[src/rtl/aes_round_sched_if.sv]
// Bundle between the AES round scheduler, host, key store and round engine.
// Latency: none, wires only.
// Backpressure: engine stalls the scheduler through rnd_ready; host start is only taken when idle.
interface aes_round_sched_if;
    logic         start;
    logic [127:0] pt;
    logic         busy;
    logic         done;
    logic [127:0] ct;
    logic [3:0]   key_addr;
    logic [127:0] key_data;
    logic [127:0] rnd_data;
    logic [127:0] rnd_key;
    logic         rnd_last;
    logic         rnd_rst;
    logic         rnd_ready;
    logic [127:0] rnd_out;
    logic         err;

    // scheduler side
    modport master (
        input  start, pt, key_data, rnd_ready, rnd_out,
        output busy, done, ct, key_addr, rnd_data, rnd_key, rnd_last, rnd_rst, err
    );

    // host / key store / engine side
    modport slave (
        output start, pt, key_data, rnd_ready, rnd_out,
        input  busy, done, ct, key_addr, rnd_data, rnd_key, rnd_last, rnd_rst, err
    );
endinterface

[src/rtl/aes_round_sched.sv]
// AES-128 block sequencer: whitening with key 0, then ROUNDS launches of a shared round engine.
// Latency: 4-cycle lead-in, (2 + engine wait) per round minus one, done one cycle after final ready.
// Backpressure: start taken only in IDLE; WAIT holds until rnd_ready (watchdog via AES_SCHED_TIMEOUT_EN).
module aes_round_sched #(
    parameter int ROUNDS  = 10,
    parameter int TIMEOUT = 16
) (
    input  logic              clk,
    input  logic              rst,
    aes_round_sched_if.master bus
);
    typedef enum logic [2:0] {IDLE, FETCH0, WHITEN, KEYW, LAUNCH, WAIT, DONE} state_t;

    localparam logic [3:0] LAST_RND = 4'(ROUNDS);

    // key_addr is 4 bits and the watchdog 5 bits; reject parameters that cannot fit
    if (ROUNDS < 1 || ROUNDS > 15) begin : g_chk_rounds
        $error("aes_round_sched: ROUNDS must be within 1..15");
    end
    if (TIMEOUT < 1 || TIMEOUT > 32) begin : g_chk_timeout
        $error("aes_round_sched: TIMEOUT must be within 1..32");
    end

    state_t       state, state_nxt;
    logic [127:0] st;
    logic [127:0] ct_q;
    logic [127:0] rnd_data_q;
    logic [127:0] rnd_key_q;
    logic [3:0]   key_addr_q;
    logic [3:0]   rcnt;
    logic         rnd_last_q;
    logic         final_rnd;
    logic         abort;
    logic         err_q;

    assign final_rnd = (rcnt == LAST_RND);

`ifdef AES_SCHED_TIMEOUT_EN
    logic [4:0] wd;

    // give up on an engine that never raises ready within TIMEOUT WAIT cycles
    assign abort = (state == WAIT) && !bus.rnd_ready && (wd == 5'(TIMEOUT - 1));

    // watchdog restarts at every launch; err is a one-cycle registered pulse in IDLE
    always_ff @(posedge clk) begin
        if (rst) begin
            wd    <= '0;
            err_q <= 1'b0;
        end else begin
            err_q <= abort;
            if (state == LAUNCH) begin
                wd <= '0;
            end else if (state == WAIT && !bus.rnd_ready) begin
                wd <= wd + 5'd1;
            end
        end
    end
`else
    assign abort = 1'b0;
    assign err_q = 1'b0;
`endif

    // state register; reset wins over a coincident start
    always_ff @(posedge clk) begin
        if (rst) begin
            state <= IDLE;
        end else begin
            state <= state_nxt;
        end
    end

    // next state and state-decoded outputs; engine is held in reset outside WAIT
    always_comb begin
        state_nxt   = state;
        bus.busy    = 1'b0;
        bus.done    = 1'b0;
        bus.rnd_rst = 1'b1;
        case (state)
            IDLE: begin
                if (bus.start) begin
                    state_nxt = FETCH0;
                end
            end
            FETCH0: begin
                bus.busy  = 1'b1;
                state_nxt = WHITEN;
            end
            WHITEN: begin
                bus.busy  = 1'b1;
                state_nxt = KEYW;
            end
            KEYW: begin
                bus.busy  = 1'b1;
                state_nxt = LAUNCH;
            end
            LAUNCH: begin
                // a leftover rnd_ready from the previous round is deliberately ignored here
                bus.busy  = 1'b1;
                state_nxt = WAIT;
            end
            WAIT: begin
                bus.busy    = 1'b1;
                bus.rnd_rst = 1'b0;
                if (bus.rnd_ready) begin
                    state_nxt = final_rnd ? DONE : KEYW;
                end else if (abort) begin
                    state_nxt = IDLE;
                end
            end
            DONE: begin
                bus.done  = 1'b1;
                state_nxt = IDLE;
            end
            default: begin
                state_nxt = IDLE;
            end
        endcase
    end

    // datapath: block state, round counter, key address and engine operand registers
    always_ff @(posedge clk) begin
        if (rst) begin
            st         <= '0;
            ct_q       <= '0;
            key_addr_q <= '0;
            rcnt       <= '0;
            rnd_data_q <= '0;
            rnd_key_q  <= '0;
            rnd_last_q <= 1'b0;
        end else begin
            case (state)
                IDLE: begin
                    if (bus.start) begin
                        st         <= bus.pt;
                        key_addr_q <= 4'd0;
                        rcnt       <= 4'd1;
                    end
                end
                WHITEN: begin
                    st         <= st ^ bus.key_data;
                    key_addr_q <= 4'd1;
                end
                LAUNCH: begin
                    rnd_data_q <= st;
                    rnd_key_q  <= bus.key_data;
                    rnd_last_q <= final_rnd;
                end
                WAIT: begin
                    if (bus.rnd_ready) begin
                        st <= bus.rnd_out;
                        if (final_rnd) begin
                            ct_q <= bus.rnd_out;
                        end else begin
                            rcnt       <= rcnt + 4'd1;
                            key_addr_q <= key_addr_q + 4'd1;
                        end
                    end
                end
                default: begin
                end
            endcase
        end
    end

    assign bus.ct       = ct_q;
    assign bus.key_addr = key_addr_q;
    assign bus.rnd_data = rnd_data_q;
    assign bus.rnd_key  = rnd_key_q;
    assign bus.rnd_last = rnd_last_q;
    assign bus.err      = err_q;
endmodule

[src/flat_wrapper.sv]
// flat-port wrapper written by rule: the top's interface ports become plain ports
module aes_round_sched_flat 
#(
    parameter int ROUNDS  = 10,
    parameter int TIMEOUT = 16
)
  (clk, rst, bus_start, bus_pt, bus_key_data, bus_rnd_ready, bus_rnd_out, bus_busy, bus_done, bus_ct, bus_key_addr, bus_rnd_data, bus_rnd_key, bus_rnd_last, bus_rnd_rst, bus_err);
  aes_round_sched_if bus_i ();
  input  logic clk;
  input  logic rst;
  input wire logic [$bits(bus_i.start)-1:0] bus_start;
  input wire logic [$bits(bus_i.pt)-1:0] bus_pt;
  input wire logic [$bits(bus_i.key_data)-1:0] bus_key_data;
  input wire logic [$bits(bus_i.rnd_ready)-1:0] bus_rnd_ready;
  input wire logic [$bits(bus_i.rnd_out)-1:0] bus_rnd_out;
  output wire logic [$bits(bus_i.busy)-1:0] bus_busy;
  output wire logic [$bits(bus_i.done)-1:0] bus_done;
  output wire logic [$bits(bus_i.ct)-1:0] bus_ct;
  output wire logic [$bits(bus_i.key_addr)-1:0] bus_key_addr;
  output wire logic [$bits(bus_i.rnd_data)-1:0] bus_rnd_data;
  output wire logic [$bits(bus_i.rnd_key)-1:0] bus_rnd_key;
  output wire logic [$bits(bus_i.rnd_last)-1:0] bus_rnd_last;
  output wire logic [$bits(bus_i.rnd_rst)-1:0] bus_rnd_rst;
  output wire logic [$bits(bus_i.err)-1:0] bus_err;
  assign bus_i.start = bus_start;
  assign bus_i.pt = bus_pt;
  assign bus_i.key_data = bus_key_data;
  assign bus_i.rnd_ready = bus_rnd_ready;
  assign bus_i.rnd_out = bus_rnd_out;
  assign bus_busy = bus_i.busy;
  assign bus_done = bus_i.done;
  assign bus_ct = bus_i.ct;
  assign bus_key_addr = bus_i.key_addr;
  assign bus_rnd_data = bus_i.rnd_data;
  assign bus_rnd_key = bus_i.rnd_key;
  assign bus_rnd_last = bus_i.rnd_last;
  assign bus_rnd_rst = bus_i.rnd_rst;
  assign bus_err = bus_i.err;
  aes_round_sched #(.ROUNDS(ROUNDS), .TIMEOUT(TIMEOUT)) u_core (.clk(clk), .rst(rst), .bus(bus_i));
endmodule
[config.mk]
export PLATFORM = sky130hd
export DESIGN_NAME = aes_round_sched_flat
export DESIGN_NICKNAME = d
export VERILOG_FILES = /design/src/rtl/aes_round_sched_if.sv /design/src/rtl/aes_round_sched.sv /design/src/flat_wrapper.sv
export SDC_FILE = /design/constraint.sdc
export NUM_CORES = 1
export LEC_CHECK = 0
export ABC_AREA = 1
export CAP_MARGIN = 15
export CORE_AREA = 2 2 303 305
export CTS_BUF_LIST = sky130_fd_sc_hd__clkbuf_4 sky130_fd_sc_hd__clkbuf_8 sky130_fd_sc_hd__clkbuf_16
export DETAILED_ROUTE_END_ITERATION = 8
export DIE_AREA = 0 0 305 307
export GPL_ROUTABILITY_DRIVEN = 1
export PLACE_DENSITY = 0.58
export SLEW_MARGIN = 20
export SYNTH_ARGS = -nofsm -noshare
export SYNTH_HDL_FRONTEND = slang
export SYNTH_SLANG_ARGS = --single-unit
[constraint.sdc]
create_clock -name clk -period 1.7 [get_ports clk]
set_clock_uncertainty 0.05 [all_clocks]
set_input_delay 0.255 -clock clk [delete_from_list [all_inputs] [get_ports clk]]
set_output_delay 0.255 -clock clk [all_outputs]
set_load 0.05 [all_outputs]
==> results of run 1 <==
## report_power, final
group          leakage, nW  internal [W]  switching, W  total, W
Sequential            4.26        0.0128      0.000526    0.0134
Clock                 1.05       0.00801       0.00559    0.0136
Combinational         9.75       0.00247       0.00290   0.00537
## layer usage
| layer | vias up | wire [µm] | global-route usage [%] |
|---|---|---|---|
| met5 | - | 23 | 0 |
| met4 | 4 | 3490 | 7.29 |
| met3 | 176 | 6600 | 3.80 |
| met2 | 815 | 48600 | 33.1 |
| met1 | 11200 | 44700 | 25.9 |
| li1 | 11400 | - | - |
## kinds of logic (layout without fill, tap and decap cells)
kind of cell / Yosys count / after routing
DFF: 524 / 524
other: 1 / 9
AOI/OAI and AO/OA: 528 / 528
and+or+nand+nor: 1604 / 1604
adders and majority gates: 3 / 3
buffers and inverters: 231 / 1155
xor gates and xnor gates: 129 / 129
## cell usage in the layout, fill, tap and decap left out, types with 18 or more instances in the layout
cell / n
sky130_fd_sc_hd__nor2_1: 921
sky130_fd_sc_hd__o21ai_0: 433
sky130_fd_sc_hd__o21ai_2: 38
sky130_fd_sc_hd__clkbuf_16: 72
sky130_fd_sc_hd__nor2_4: 35
sky130_fd_sc_hd__xor2_1: 128
sky130_fd_sc_hd__clkdlybuf4s50_1: 387
sky130_fd_sc_hd__buf_6: 43
sky130_fd_sc_hd__nand2_2: 18
sky130_fd_sc_hd__buf_4: 509
sky130_fd_sc_hd__buf_16: 20
sky130_fd_sc_hd__nor2_2: 91
sky130_fd_sc_hd__dfxtp_1: 520
sky130_fd_sc_hd__o21ai_1: 46
sky130_fd_sc_hd__nand3_1: 122
sky130_fd_sc_hd__buf_12: 49
sky130_fd_sc_hd__nand2_1: 392
## repair_timing
| action | in CTS | in global routing |
|---|---|---|
| setup endpoints to repair | 460 | 517 |
| buffers inserted | 18 | 11 |
| pin swaps | 12 | 51 |
| cloned | 12 | 14 |
| resized for setup | 207 | 218 |
## stage by stage
stage                     utilization (%)  setup TNS, ns
after global routing                 38.7         -67.94
after global placement               34.2         -55.94
final                                38.7         -20.50
after CTS                            37.7         -22.14
after detailed placement             34.2         -57.06
after floorplan                         -              0
## worst max-delay path, stage by stage (launching register included)
cell and delay, ns:
sky130_fd_sc_hd__dfxtp_4 0.36, sky130_fd_sc_hd__inv_4 0.07, sky130_fd_sc_hd__nand2_2 0.07, sky130_fd_sc_hd__nor2_4 0.16, sky130_fd_sc_hd__nand2_2 0.10, sky130_fd_sc_hd__nor2_4 0.13
sky130_fd_sc_hd__buf_6 0.15, sky130_fd_sc_hd__inv_12 0.06, sky130_fd_sc_hd__buf_12 0.16, sky130_fd_sc_hd__buf_12 0.20, sky130_fd_sc_hd__nor2_1 0.10, sky130_fd_sc_hd__nor2_1 0.06
## state kept, by name (all words and copies together) (netlist names)
| register | flops |
|---|---|
| u_core.bus.rnd_data | 128 |
| u_core.rcnt | 4 |
| u_core.bus.rnd_key | 128 |
| u_core.state | 3 |
| u_core.bus.ct | 128 |
| u_core.st | 128 |
| u_core.bus.rnd_last | 1 |
| u_core.bus.key_addr | 4 |
## worst max-delay path by stage
stage,end,slack (ns)
3_5_place_dp,u_core.st[98],-0.29
2_1_floorplan,u_core.st[107],0.08
4_1_cts,bus_busy,-0.20
5_1_grt,u_core.bus.ct[75],-0.24
3_3_place_gp,u_core.bus.ct[80],-0.27
6_report,u_core.bus.ct[58],-0.16
## final cells by class
class / instances / area [µm²]
Fill cell: 9278 / 55600
Multi-Input combinational cell: 2265 / 10800
Sequential cell: 524 / 10500
Timing Repair Buffer: 1026 / 10100
Clock buffer: 93 / 1870
Tap cell: 1186 / 1480
Clock inverter: 19 / 194
Inverter: 17 / 96.3
Antenna cell: 8 / 20.0
==> metrics, run 1 <==
post-synthesis instance total 3020; number of cells after detailed placement 4966; portion of netlist area occupied by mux cells 0%; area growth from synthesis to layout 62.1%; Total Power Consumption 0.0323 W; most repeated cell in the gate-level netlist after synthesis sky130_fd_sc_hd__nor2_1; length in cells of the worst reg-to-reg path 11; clock tree from TritonCTS yes; part of the Yosys area used for sequential elements 48.4%; Longest Clk Path Bufs 3; Vias/cell 4.59; worst hold slack after final layout 0.181 ns; peak supply drop 0.837 mV; count of hold buffers inserted by post-cts repair 0; max-slew violation total from the final report 0; Synthesized Nets 3411; die area 93600 µm²; power density normalized to cell area 922 nW/µm²; detailed-placement wirelength estimate 72300 µm; drt drc 0; 1st-pass router iterations 6; overall fraction of global-route tracks in use 20.0%; PortBufs 779; path category of the worst min-delay check input pin to flip-flop; Min-Delay Endpoint u_core.bus.ct[103]; antenna violations before repair 11; number of clock buffers inserted by TritonCTS 61; area of the mapped netlist 21700 µm²; DRC marker count from the first detailed-route iteration 1822; run status finished, violations left; end of the worst register-to-register path u_core.bus.ct[58]; Vias 23600; most frequent cells after synthesis sky130_fd_sc_hd__nor2_1 (1044), sky130_fd_sc_hd__dfxtp_1 (524), sky130_fd_sc_hd__o21ai_0 (515); launching instance or port of the critical path u_core.state[1]; cells taking the most area after synthesis sky130_fd_sc_hd__dfxtp_1 (48%), sky130_fd_sc_hd__nor2_1 (18%), sky130_fd_sc_hd__o21ai_0 (12%); count of endpoints failing hold in the final timing report 0; number of enable-type register cells in the synthesized netlist 0; required time of the critical path 2.16 ns; via count of the first global-routing pass 22300; pin count of the biggest net entering global routing 67; startpoint types flip-flop; biggest area consumer among synthesized cells sky130_fd_sc_hd__dfxtp_1; dominant combinational cell family by area after synthesis simple AND/OR/NAND/NOR gates; adder-cell area share of the yosys netlist 0.173%; maximum clock frequency 0.536 GHz; launch point of the worst hold path bus_rnd_out[103]; share of the synthesized area in compound gates (AO/OA/AOI/OAI) 12.2%; share of cells above drive strength 1 24.5%; start-to-end type of the worst setup path flip-flop to flip-flop; most used flip-flop cell after synthesis sky130_fd_sc_hd__dfxtp_1; DIE WIDTH 305 µm; floorplan row count 111; distinct cell type count after synthesis 28; final setup vio count 288; xor/xnor share of the synthesized area 5.22%; time the final worst path needs with I/O delays and setup 1.86 ns; post-DR wirelength/cell 20.1 µm; RSZ-0062 raised after global routing yes; worst reg2reg startpoint u_core.state[1]; minimum setup slack in the final design -0.164 ns; die span in y 307 µm; final cell count without fillers 5138; Max FO, Critical Path 24; Period Utilization, post-route 110%; minimum setup slack among reg-to-reg paths -0.16 ns; clock net sink count 524; final layout net count 4286; weighted congestion reported at the end of routability-driven placement 0.926; Worst Hold Depth 3; Static Leak 15.1 nW; CP Capture Type flip-flop; initial cell density of the core 23.9%; depth of the CTS H-tree 2; share of flip-flops with an asynchronous set or reset after synthesis 0%; max-cap violation count 0; first-pass GRT wire length 144000 µm; total placed instance area 31000 µm²; total number of yosys warnings 0; clock latency on the worst-skew pair 0.64 ns; synthesized area per cell 7.17 µm²; io pins 781; final antenna-violating net count 0; core region area 90700 µm²; area share of the largest cell type after synthesis 48.4%; worst slack at placement -0.288 ns; basic-gate share of the synthesized area counting and, or, nand and nor cells 28.8%; clock root buffer master sky130_fd_sc_hd__clkbuf_16; global route overflow 0; final WL 103000 µm; arrival time of the worst setup path 2.33 ns; synthesized flop and latch total 524; post-CTS clock slew at the launch and capture registers of the worst setup and hold paths 0.06 ns; cell area after layout 35100 µm²; failing checks negative setup slack
(Power assumes the default switching activity.)
==> run 2, diff against run 1 <==
Settings changed: SLEW_MARGIN 20 to 30.
==> results of run 2 <==
Same layout as run 1: the final DEF is identical, and so are final timing and power.
==> run 3, diff against run 2 <==
Settings changed: SLEW_MARGIN 30 to unset.
==> results of run 3 <==
Same layout as run 1: the final DEF is identical, and so are final timing and power.
